--- src/rtl/muldiv_unit.sv ---
// Iterative RV32M multiply/divide unit: 32-step shift-add multiply and restoring
// divide, with single-cycle handling of divide-by-zero and signed overflow.
module muldiv_unit #(
   parameter int XLEN = 32
) (
   input  logic            clk,
   input  logic            rst_n,
   input  logic            start_i,
   input  logic [2:0]      funct3_i,
   input  logic [XLEN-1:0] rs1_i,
   input  logic [XLEN-1:0] rs2_i,
   input  logic            flush_i,
   output logic            busy_o,
   output logic            done_o,
   output logic [XLEN-1:0] result_o,
   output logic [1:0]      dbg_state
);

   localparam logic [1:0] IDLE = 2'd0;
   localparam logic [1:0] CALC = 2'd1;
   localparam logic [1:0] DONE = 2'd2;

   localparam logic [5:0]      LAST_ITER = 6'(XLEN);
   localparam logic [XLEN-1:0] MIN_NEG   = {1'b1, {(XLEN-1){1'b0}}};
   localparam logic [XLEN-1:0] ALL_ONES  = {XLEN{1'b1}};

   logic [1:0]      state;
   logic [5:0]      cnt;
   logic [2:0]      op;
   logic [XLEN-1:0] hi;
   logic [XLEN-1:0] lo;
   logic [XLEN-1:0] addend;
   logic            neg_main;
   logic            neg_rem;

   // Operand decode for a request presented in IDLE
   logic            a_signed;
   logic            b_signed;
   logic            a_neg;
   logic            b_neg;
   logic [XLEN-1:0] mag_a;
   logic [XLEN-1:0] mag_b;
   logic            div_zero;
   logic            div_ovf;
   logic [XLEN-1:0] special_res;

   always_comb begin
      a_signed    = (funct3_i != 3'b011) && !(funct3_i[2] && funct3_i[0]);
      b_signed    = funct3_i[2] ? !funct3_i[0] : !funct3_i[1];
      a_neg       = a_signed && rs1_i[XLEN-1];
      b_neg       = b_signed && rs2_i[XLEN-1];
      mag_a       = a_neg ? (~rs1_i + 1'b1) : rs1_i;
      mag_b       = b_neg ? (~rs2_i + 1'b1) : rs2_i;
      div_zero    = funct3_i[2] && (rs2_i == '0);
      div_ovf     = funct3_i[2] && !funct3_i[0] && (rs1_i == MIN_NEG) && (rs2_i == ALL_ONES);
      special_res = '0;
      if (div_zero) begin
         special_res = funct3_i[1] ? rs1_i : ALL_ONES;
      end else if (div_ovf) begin
         special_res = funct3_i[1] ? '0 : MIN_NEG;
      end
   end

   // One iteration step; lo is multiplier/quotient, hi is product-high/remainder
   logic [XLEN:0]     mul_sum;
   logic [XLEN:0]     div_shift;
   logic              div_ok;
   logic [XLEN-1:0]   div_sub;

   always_comb begin
      mul_sum   = {1'b0, hi} + (lo[0] ? {1'b0, addend} : '0);
      div_shift = {hi, lo[XLEN-1]};
      div_ok    = (div_shift >= {1'b0, addend});
      div_sub   = div_shift[XLEN-1:0] - addend;
   end

   // Sign correction and result selection at the end of CALC
   logic [2*XLEN-1:0] product;
   logic [2*XLEN-1:0] product_s;
   logic [XLEN-1:0]   quot_s;
   logic [XLEN-1:0]   rem_s;
   logic [XLEN-1:0]   final_res;

   always_comb begin
      product   = {hi, lo};
      product_s = neg_main ? (~product + 1'b1) : product;
      quot_s    = neg_main ? (~lo + 1'b1) : lo;
      rem_s     = neg_rem ? (~hi + 1'b1) : hi;
      final_res = '0;
      if (op[2]) begin
         final_res = op[1] ? rem_s : quot_s;
      end else if (op[1:0] == 2'b00) begin
         final_res = product_s[XLEN-1:0];
      end else begin
         final_res = product_s[2*XLEN-1:XLEN];
      end
   end

   always_ff @(posedge clk or negedge rst_n) begin
      if (!rst_n) begin
         state    <= IDLE;
         cnt      <= '0;
         op       <= '0;
         hi       <= '0;
         lo       <= '0;
         addend   <= '0;
         neg_main <= 1'b0;
         neg_rem  <= 1'b0;
         result_o <= '0;
      end else if (flush_i) begin
         state <= IDLE;
      end else begin
         case (state)
            IDLE: begin
               if (start_i) begin
                  op <= funct3_i;
                  if (div_zero || div_ovf) begin
                     result_o <= special_res;
                     state    <= DONE;
                  end else begin
                     cnt      <= '0;
                     hi       <= '0;
                     lo       <= funct3_i[2] ? mag_a : mag_b;
                     addend   <= funct3_i[2] ? mag_b : mag_a;
                     neg_main <= a_neg ^ b_neg;
                     neg_rem  <= a_neg;
                     state    <= CALC;
                  end
               end
            end
            CALC: begin
               if (cnt == LAST_ITER) begin
                  result_o <= final_res;
                  state    <= DONE;
               end else begin
                  cnt <= cnt + 6'd1;
                  if (op[2]) begin
                     hi <= div_ok ? div_sub : div_shift[XLEN-1:0];
                     lo <= {lo[XLEN-2:0], div_ok};
                  end else begin
                     hi <= mul_sum[XLEN:1];
                     lo <= {mul_sum[0], lo[XLEN-1:1]};
                  end
               end
            end
            DONE:    state <= IDLE;
            default: state <= IDLE;
         endcase
      end
   end

   assign busy_o    = (state != IDLE);
   assign done_o    = (state == DONE);
   assign dbg_state = state;

endmodule
--- config.mk ---
export PLATFORM = sky130hd
export DESIGN_NAME = muldiv_unit
export DESIGN_NICKNAME = d
export VERILOG_FILES = /design/src/rtl/muldiv_unit.sv
export SDC_FILE = /design/constraint.sdc
export NUM_CORES = 1
export LEC_CHECK = 0
export CAP_MARGIN = 25
export CORE_ASPECT_RATIO = 2
export CORE_UTILIZATION = 50
export CTS_CLUSTER_SIZE = 16
export DETAILED_ROUTE_END_ITERATION = 10
export DONT_BUFFER_PORTS = 1
export PLACE_DENSITY = 0.68
export SLEW_MARGIN = 0
export SYNTH_ARGS = -nofsm -noshare
export SYNTH_HDL_FRONTEND = slang
export SYNTH_SLANG_ARGS = --single-unit
--- constraint.sdc ---
create_clock -name clk -period 4.5 [get_ports clk]
set_input_delay 0.45 -clock clk [delete_from_list [all_inputs] [get_ports clk]]
set_output_delay 0.45 -clock clk [all_outputs]
set_load 0.02 [all_outputs]
==> After elaboration in Yosys (flattened, before gate mapping) <==
Index checks and enable logic that the tools add are counted.
{ "word_totals": {"ff_bits": 141, "in_bits": 71, "out_inout_bits": 36, "elab_cells": 101} }
{ "classes": {"addsub": 8, "order_cmp": 1, "eq_ne": 13, "n_mux": 40, "n_bitwise": 8, "reduce_logical": 22} }
{ "ops": {"columns": ["cell", "n"], "rows": [
  ["32-bit 2-to-1 mux", 26],
  ["32-bit one-hot mux with 2 select lines", 3],
  ["32-bit by 1-bit adder with 32-bit output (second input constant)", 4],
  ["32-bit inverter", 4],
  ["64-bit by 1-bit adder with 64-bit output (second input constant)", 1],
  ["32-bit == test (second input constant)", 2],
  ["64-bit 2-to-1 mux", 1],
  ["64-bit inverter", 1],
  ["32-bit by 32-bit adder with 33-bit output", 1],
  ["33-bit by 32-bit greater-or-equal comparator with 1-bit output", 1],
  ["32-bit zero test", 1],
  ["32-bit subtractor", 1],
  ["6-bit 2-to-1 mux", 3],
  ["6-bit one-hot mux with 2 select lines", 1],
  ["2-bit inequality test (second input constant)", 5],
  ["5-bit AND reduction", 2],
  ["1-bit logical AND", 8],
  ["2-bit 2-to-1 mux", 4],
  ["6-bit by 1-bit adder with 6-bit output (second input constant)", 1],
  ["6-bit == test (second input constant)", 1],
  ["3-bit inequality test (second input constant)", 2],
  ["2-bit zero test", 2],
  ["2-bit one-hot mux with 2 select lines", 1],
  ["4-bit AND reduction", 1],
  ["11 further kinds", 15]
]} }

==> Longest topological paths before layout <==
Gate-level depths: netlist (run 1).
{ "depth": {"depth_word": 9, "depth_mapped": 15} }

==> Least setup slack after synthesis (run 1) <==
Ideal clock, no wire load.
{ "synth_timing": {"path_type": "reg2reg", "start": "register lo[0]", "end": "register hi[30]", "setup_time_ns": 0.122, "arrival_time_ns": 3.213, "required_time_ns": 4.378, "setup_slack_ns": 1.165, "stages_incl_launch_ff": 16, "n_path_buf": 3, "cell_sequence": "dfrtp_1 clkbuf_1 inv_1 clkbuf_1 nor2_1 ha_1 clkbuf_1 a21o_1 a21o_1 a21oi_1 nor2_1 a2111oi_0 nor2_1 a211o_1 or3_1 a32o_1"} }
{ "synth_via": {"elab_chain_len": 5} }
{ "synth_rtl": {"columns": ["item", "line", "rtl"], "rows": [
  ["start, declared", "31", "logic [XLEN-1:0] lo;"],
  ["start signal, assigned", "123", "lo <= funct3_i[2] ? mag_a : mag_b;"],
  ["start signal, assigned", "139", "lo <= {lo[XLEN-2:0], div_ok};"],
  ["start signal, assigned", "142", "lo <= {mul_sum[0], lo[XLEN-1:1]};"],
  ["32-bit 2-to-1 mux", "71", "mul_sum = {1'b0, hi} + (lo[0] ? {1'b0, addend} : '0);"],
  ["32-bit by 32-bit adder with 33-bit output", "71", null],
  ["32-bit 2-to-1 mux", "137", "if (op[2]) begin"],
  ["32-bit 2-to-1 mux", "132", "if (cnt == LAST_ITER) begin"],
  ["32-bit one-hot mux with 2 select lines", "113", "case (state)"],
  ["end signal, assigned", "138", "hi <= div_ok ? div_sub : div_shift[XLEN-1:0];"],
  ["end signal, assigned", "141", "hi <= mul_sum[XLEN:1];"],
  ["end, declared", "30", "logic [XLEN-1:0] hi;"]
]} }
No other way between the ends. The select of a mux whose other input is x is not followed.
A chain may end at the register's enable or synchronous reset.

==> Worst setup path in the final report (run 1) <==
{ "layout_timing": {"start": "register lo[6]", "end": "register result_o[20]"} }
{ "layout_via": {"elab_chain_len": 7, "elab_cells_between_ends": 11} }
{ "layout_rtl": {"columns": ["item", "line", "rtl"], "rows": [
  ["64-bit inverter or 32-bit inverter (tied branches)", "86, 87", null],
  ["64-bit by 1-bit adder with 64-bit output or 32-bit by 1-bit adder with 32-bit output (tied branches)", "86, 87", null],
  ["64-bit 2-to-1 mux or 32-bit 2-to-1 mux (tied branches)", "86, 87", null],
  ["32-bit 2-to-1 mux (on tied branches)", "92, 91", null],
  ["32-bit 2-to-1 mux (*)", "90", "if (op[2]) begin"],
  ["32-bit 2-to-1 mux (*)", "132", null],
  ["32-bit one-hot mux with 2 select lines (*)", "113", null],
  ["end signal, assigned", "118", "result_o <= special_res;"],
  ["end signal, assigned", "133", "result_o <= final_res;"],
  ["end, declared", "15", "output logic [XLEN-1:0] result_o,"]
]} }
Every way passes the cells marked *; elsewhere a longest branch is shown, timed or not. The select of a mux whose other input is x is not followed.

==> results of run 1 <==
-- final timing paths --
check	slack, ns	startpoint	end
setup / recovery	0.28	lo[6]	result_o[20]
hold / removal	-0.05	rst_n	hi[25]
setup reg to reg	0.28	lo[6]	result_o[20]
hold reg to reg	0.48	addend[8]	addend[8]
max in group asynchronous	3.83	rst_n	neg_main
min in group clk	0.09	funct3_i[0]	op[0]
-- metrics by stage --
step / instances / utilization [%]
6_report: 2295 / 53.4
5_1_grt: 2295 / 53.4
4_1_cts: 2295 / 53.4
3_5_place_dp: 2262 / 51.5
3_3_place_gp: 2260 / 51.4
2_1_floorplan: 2004 / -
-- state kept, by name, indices dropped and copies added, names as in the netlist --
signal,flops
addend,32
cnt,6
dbg_state,2
hi,32
lo,32
neg_main,1
neg_rem,1
op,3
result_o,32
-- final cells by class --
| type | count | area share, % |
|---|---|---|
| multi-input combinational | 1639 | 67.2 |
| sequential | 141 | 22.4 |
| tap | 364 | 2.89 |
| clock buffer | 19 | 2.81 |
| timing repair buffer | 42 | 2.21 |
| inverter | 77 | 1.83 |
| clock inverter | 13 | 0.690 |
-- layout by cell type (no fill, tap or decap), types with 38 or more instances in the layout --
master / n
dfrtp_1: 139
inv_1: 75
buf_4: 38
ha_1: 71
mux2i_1: 53
nor2_1: 220
nand2_1: 166
xor2_1: 77
a21oi_1: 196
o21ai_0: 185
xnor2_1: 113
-- per-layer routing --
layer,global-route usage (%),share of wire [%]
met5,0,0.018
met2,68.6,48
met1,37.5,32
met4,39.9,12
met3,8.87,7.4
-- power breakdown --
| part | total, uW | switching, uW | internal [uW] |
|---|---|---|---|
| sequential | 2270 | 702 | 1570 |
| combinational | 5670 | 3440 | 2230 |
| clock | 1360 | 633 | 729 |
-- worst max-delay path: stages, from the launching register on --
cell	delay, ns
dfrtp_1	0.45
nor4_2	1.00
nor3b_1	0.33
nand4_1	0.15
or2_0	0.46
buf_4	0.29
o41ai_1	0.41
xnor2_1	0.15
o211ai_1	0.65
a31oi_1	0.18
-- cell families (layout without fill, tap and decap cells) --
logic type / Yosys count / in the layout / synth area share (%)
AO/OA/AOI/OAI: 687 / 687 / 28.6
XOR/XNOR: 190 / 190 / 11.1
adder cells (fa/ha/maj): 73 / 73 / 6.20
buffers and inverters: 224 / 151 / 5.89
flip-flops: 141 / 141 / 23.6
multiplexers: 73 / 73 / 5.05
AND/OR/NAND/NOR: 616 / 616 / 19.5
==> flow_summary.yaml, run 1 <==
sta:
  finalHoldViolCount: 51
  holdWs_ns: -0.0453
  setup-violations-final: 0
  post-route-min-period_ns: 4.22
  fin_setup_tns_ns: 0
  rsz0062_at_grt: "false"
  fmax_mhz: 237
  finalMaxSlewViolations: 0
  finClkSkew_ns: 0.0175
  slew_headroom_pct: 23.9
  fin_crit_sh_pct: 93.7
  setup_slack_ns: 0.281
  worst_slew_pin_slew_ns: 1.13
finish:
  fin_area_um2: 15800
  fin_nets: 2062
  fillers: 2815
  diodes: 0
  synthToLayoutAreaGrowth_pct: 5.36
  register_area_um2: 3530
  multiInputGateArea_um2: 10600
  drive_gt1_share_pct: 6.27
detailed_routing:
  antenna_left: 0
  drc_errors: 0
  drt_iter0_markers: 1537
  viasPerCell: 6.83
  first_pass_iters: 8
  vias: 15700
  drt_wl_total_mm: 61.0
  routedWlPerCell_um: 26.6
worst_hold_path:
  hold_class: "input port to async pin"
global_route:
  grt_pass1_wl_mm: 90.9
  grt_max_degree: 142
  grt_usage_pct: 39.5
  grt_pass1_vias: 15400
  grt_antenna_before_repair: 1
  grt_overflow: 0
power:
  ir_worst_vdd_mv: 0.333
  p_leak_uw: 0.00660
  powerDensity_nw_per_um2: 590
  power_uw: 9300
job:
  maxCapViolations: 0
logic_synthesis:
  synth_ff_type: "dfrtp_1"
  synthCells: 2004
  synth_area_leaders: "dfrtp_1, a21oi_1, xnor2_1"
  synth.most_common_cell: "nor2_1"
  yosys.area.top_type: "dfrtp_1"
  synthDistinctLibCells: 85
  ys_ff_latch: 141
  syn_nets: 2148
  synth_top_area_share_pct: 23.6
  synthArstFlopShare_pct: 100
  seq_area_frac_synth_pct: 23.6
  ys_top_cells_by_count: "nor2_1, a21oi_1, o21ai_0, nand2_1, dfrtp_1"
  yosysWarnings: 0
  syn_area_um2: 15000
  synth_edf_count: 0
  syn_area_per_cell_um2: 7.47
critical_path:
  arrival_ns: 4.53
  path_class: "register to register"
  reg2regPathDepth: 9
  cp.required_ns: 4.81
  endpoint_kind: "register"
  start_kind: "register"
  worstPathMaxFanout: 9
clocking:
  clk_latency_ns: 0.47
  cts-resized-gates: 0
  cts_buffer_depth: 2
  cts-htree-levels: 4
  cts_tree: "built"
  clk_pin_slew_ns: 0.07
  cts_root_buf: "clkbuf_16"
  cts_hold_buf: 1
  cts_setup_buffers: 0
  numCtsBuffers: 17
  cts_sinks: 141
outcome:
  run_status: "finished, violations left"
  violations: "negative hold slack"
placed_design:
  numPortBuffers: 0
  place_area_um2: 15200
  dp_worst_setup_slack_ns: 0.733
  dp_hpwl_mm: 46.5
  gp_congestion: 1.03
die:
  die_h_um: 247
  chipWidth_um: 124
  ios: 107
  core_area_um2: 29500
  std_cell_rows: 89
  die-area_um2: 30700
  start_util_pct: 50.7
Power figures use the tool's default switching activity.
==> run 2, diff against run 1 <==
--- a/config.mk
+++ b/config.mk
@@ -6,12 +6,14 @@
 export NUM_CORES = 1
 export LEC_CHECK = 0
 export CAP_MARGIN = 25
+export CELL_PAD_IN_SITES_DETAIL_PLACEMENT = 0
+export CELL_PAD_IN_SITES_GLOBAL_PLACEMENT = 1
 export CORE_ASPECT_RATIO = 2
-export CORE_UTILIZATION = 50
+export CORE_UTILIZATION = 49
 export CTS_CLUSTER_SIZE = 16
 export DETAILED_ROUTE_END_ITERATION = 10
 export DONT_BUFFER_PORTS = 1
-export PLACE_DENSITY = 0.68
+export PLACE_DENSITY = 0.85
 export SLEW_MARGIN = 0
 export SYNTH_ARGS = -nofsm -noshare
 export SYNTH_HDL_FRONTEND = slang
==> run 2 against run 1 <==
Against the previous run: first-iteration DRC count down 29%; worst setup slack better by 0.33 ns; maximum frequency rose by 8.4%; non-clock buffer count is 11 higher; critical endpoint is now result_o[2]; combinational power hardly changed; the flow still finishes with violations (negative hold slack).
==> flow_summary.yaml, run 2 (synthesis gave the netlist of run 1 again) <==
outcome:
  run_status: "finished, violations left"
  violations: "negative hold slack"
finish:
  layout_common_cells: "nor2_1, a21oi_1, o21ai_0"
  layoutNonFillerInstCount: 2310
  synthToLayoutAreaGrowth_pct: 6.48
  post-route-util_pct: 53.0
  multiInputGateArea_um2: 10600
  fin_nets: 2073
  final_common_cell: "nor2_1"
  diodes: 0
  fillers: 2930
  fin_area_um2: 15900
  drive_gt1_share_pct: 6.80
  register_area_um2: 3530
die:
  chipWidth_um: 126
  std_cell_rows: 90
  die-area_um2: 31300
  start_util_pct: 49.8
  die_h_um: 249
  ios: 107
  core_area_um2: 30100
detailed_routing:
  drt_wl_total_mm: 59.2
  antenna_left: 0
  routedWlPerCell_um: 25.6
  first_pass_iters: 6
  vias: 15400
  drt_iter0_markers: 1093
  viasPerCell: 6.65
  drc_errors: 0
job:
  maxCapViolations: 0
global_route:
  grt_overflow: 0
  grt_usage_pct: 38.1
  grt_antenna_before_repair: 1
  grt_pass1_vias: 15400
  grt_max_degree: 142
  grt_pass1_wl_mm: 89.7
critical_path:
  path_class: "register to register"
  arrival_ns: 4.25
  critPathMaxStageDelay_ns: 0.87
  worstPathMaxFanout: 6
  slowest_stage: "a222oi_1"
  start_kind: "register"
  cp.required_ns: 4.86
  endpoint_kind: "register"
  path_cells: "nor4_2 > nor3b_1 > nand4_1 > buf_4 > nor2_1 > a21oi_1 > xor2_1 > a222oi_1 > o221ai_1 > o21a_1"
clocking:
  cts_tree: "built"
  cts-htree-levels: 4
  cts_root_buf: "clkbuf_16"
  clk_pin_slew_ns: 0.07
  cts_sinks: 141
  clk_latency_ns: 0.47
  numCtsBuffers: 17
  cts_buffer_depth: 2
placed_design:
  gp_congestion: 0.960
  dp.cells: 2276
  numPortBuffers: 0
  dp_hpwl_mm: 46.1
  place_area_um2: 15300
power:
  clock_power_share_pct: 16.3
  p_leak_uw: 0.00671
  seq_power_share_pct: 23.4
  ir_worst_vdd_mv: 0.300
  p_switching_uw: 4750
  p_int_uw: 4670
  sw_frac_of_total_pct: 50.5
  powerDensity_nw_per_um2: 591
  p_comb_share_pct: 60.2
  power_uw: 9420
sta:
  holdWs_ns: -0.0244
  rsz0062_at_grt: "false"
  fin_setup_tns_ns: 0
  setup-violations-final: 0
  finClkSkew_ns: 0.0123
  fmax_mhz: 257
  finalMaxSlewViolations: 0
  slew_headroom_pct: 25.8
  worst_slew_pin_slew_ns: 1.11
  finalHoldViolCount: 4
  post-route-min-period_ns: 3.89
  fin_crit_sh_pct: 86.5
worst_hold_path:
  hold_class: "input port to async pin"
-- run 2: changes by cell type in the layout (fill, tap and decap cells not counted), sizes merged --
cell	change
clkbuf	-2
bufinv	+2
clkinv	-6
inv	+8
clkinvlp	-2
buf	+11
-- run 2: per-layer routing --
layer / vias to the layer above / wire length, um / global-route usage (%) / part of all wire, %
li1: 7133 / - / - / -
met1: 7310 / 20000 / 36.8 / 34
met2: 642 / 29900 / 68.4 / 50
met3: 283 / 3110 / 6.08 / 5.3
met4: 2 / 6150 / 35.4 / 10
met5: - / 9 / 0 / 0.015
-- run 2: metrics by stage --
| stage | hold WS, ns | setup slack [ns] |
|---|---|---|
| 2_1_floorplan | 0.154 | 1.17 |
| 3_3_place_gp | 0.158 | 0.839 |
| 3_5_place_dp | 0.158 | 0.762 |
| 4_1_cts | 0.0194 | 0.788 |
| 5_1_grt | 0.0473 | 0.525 |
| 6_report | -0.0244 | 0.608 |
-- run 2: area by class of cell --
cell class | instances | area share [%]
Clock buffer | 17 | 2.67
Timing Repair Buffer | 53 | 2.87
Multi-Input combinational cell | 1639 | 66.4
Tap cell | 368 | 2.89
Clock inverter | 15 | 1.18
Inverter | 77 | 1.81
Sequential cell | 141 | 22.2
-- run 2: critical path, delay by kind of cell (launching register included) --
| kind | cells | cell delay [ns] |
|---|---|---|
| buf+inv | 1 | 0.20 |
| xor+xnor | 1 | 0.16 |
| simple gates | 4 | 1.59 |
| flops | 1 | 0.46 |
| compound gates | 4 | 1.38 |
-- run 2: power by group through the flow --
| stage | clock network (uW) | registers, uW | logic (uW) |
|---|---|---|---|
| after floorplan | 0 | 1870 | 4330 |
| after global placement | 0 | 2190 | 5460 |
| after detailed placement | 0 | 2210 | 5490 |
| after CTS | 1540 | 2180 | 5570 |
| after global routing | 1590 | 2250 | 6200 |
| final | 1540 | 2210 | 5670 |
-- run 2: repair_timing --
item | 4_1_cts | 5_1_grt
resized for setup | 0 | 0
buffers inserted | 0 | 0
hold endpoints to repair | 141 | 0
hold buffers | 1 | 0
-- run 2: path summary, 6_finish.rpt --
path	end	start	slack [ns]	depth (start not counted)
setup / recovery	result_o[2]	lo[6]	0.61	10
hold / removal	hi[25]	rst_n	-0.02	1
setup reg to reg	result_o[2]	lo[6]	0.61	10
hold reg to reg	addend[5]	addend[5]	0.48	2
max in group asynchronous	neg_main	rst_n	3.89	1
min in group clk	op[0]	funct3_i[0]	0.08	2
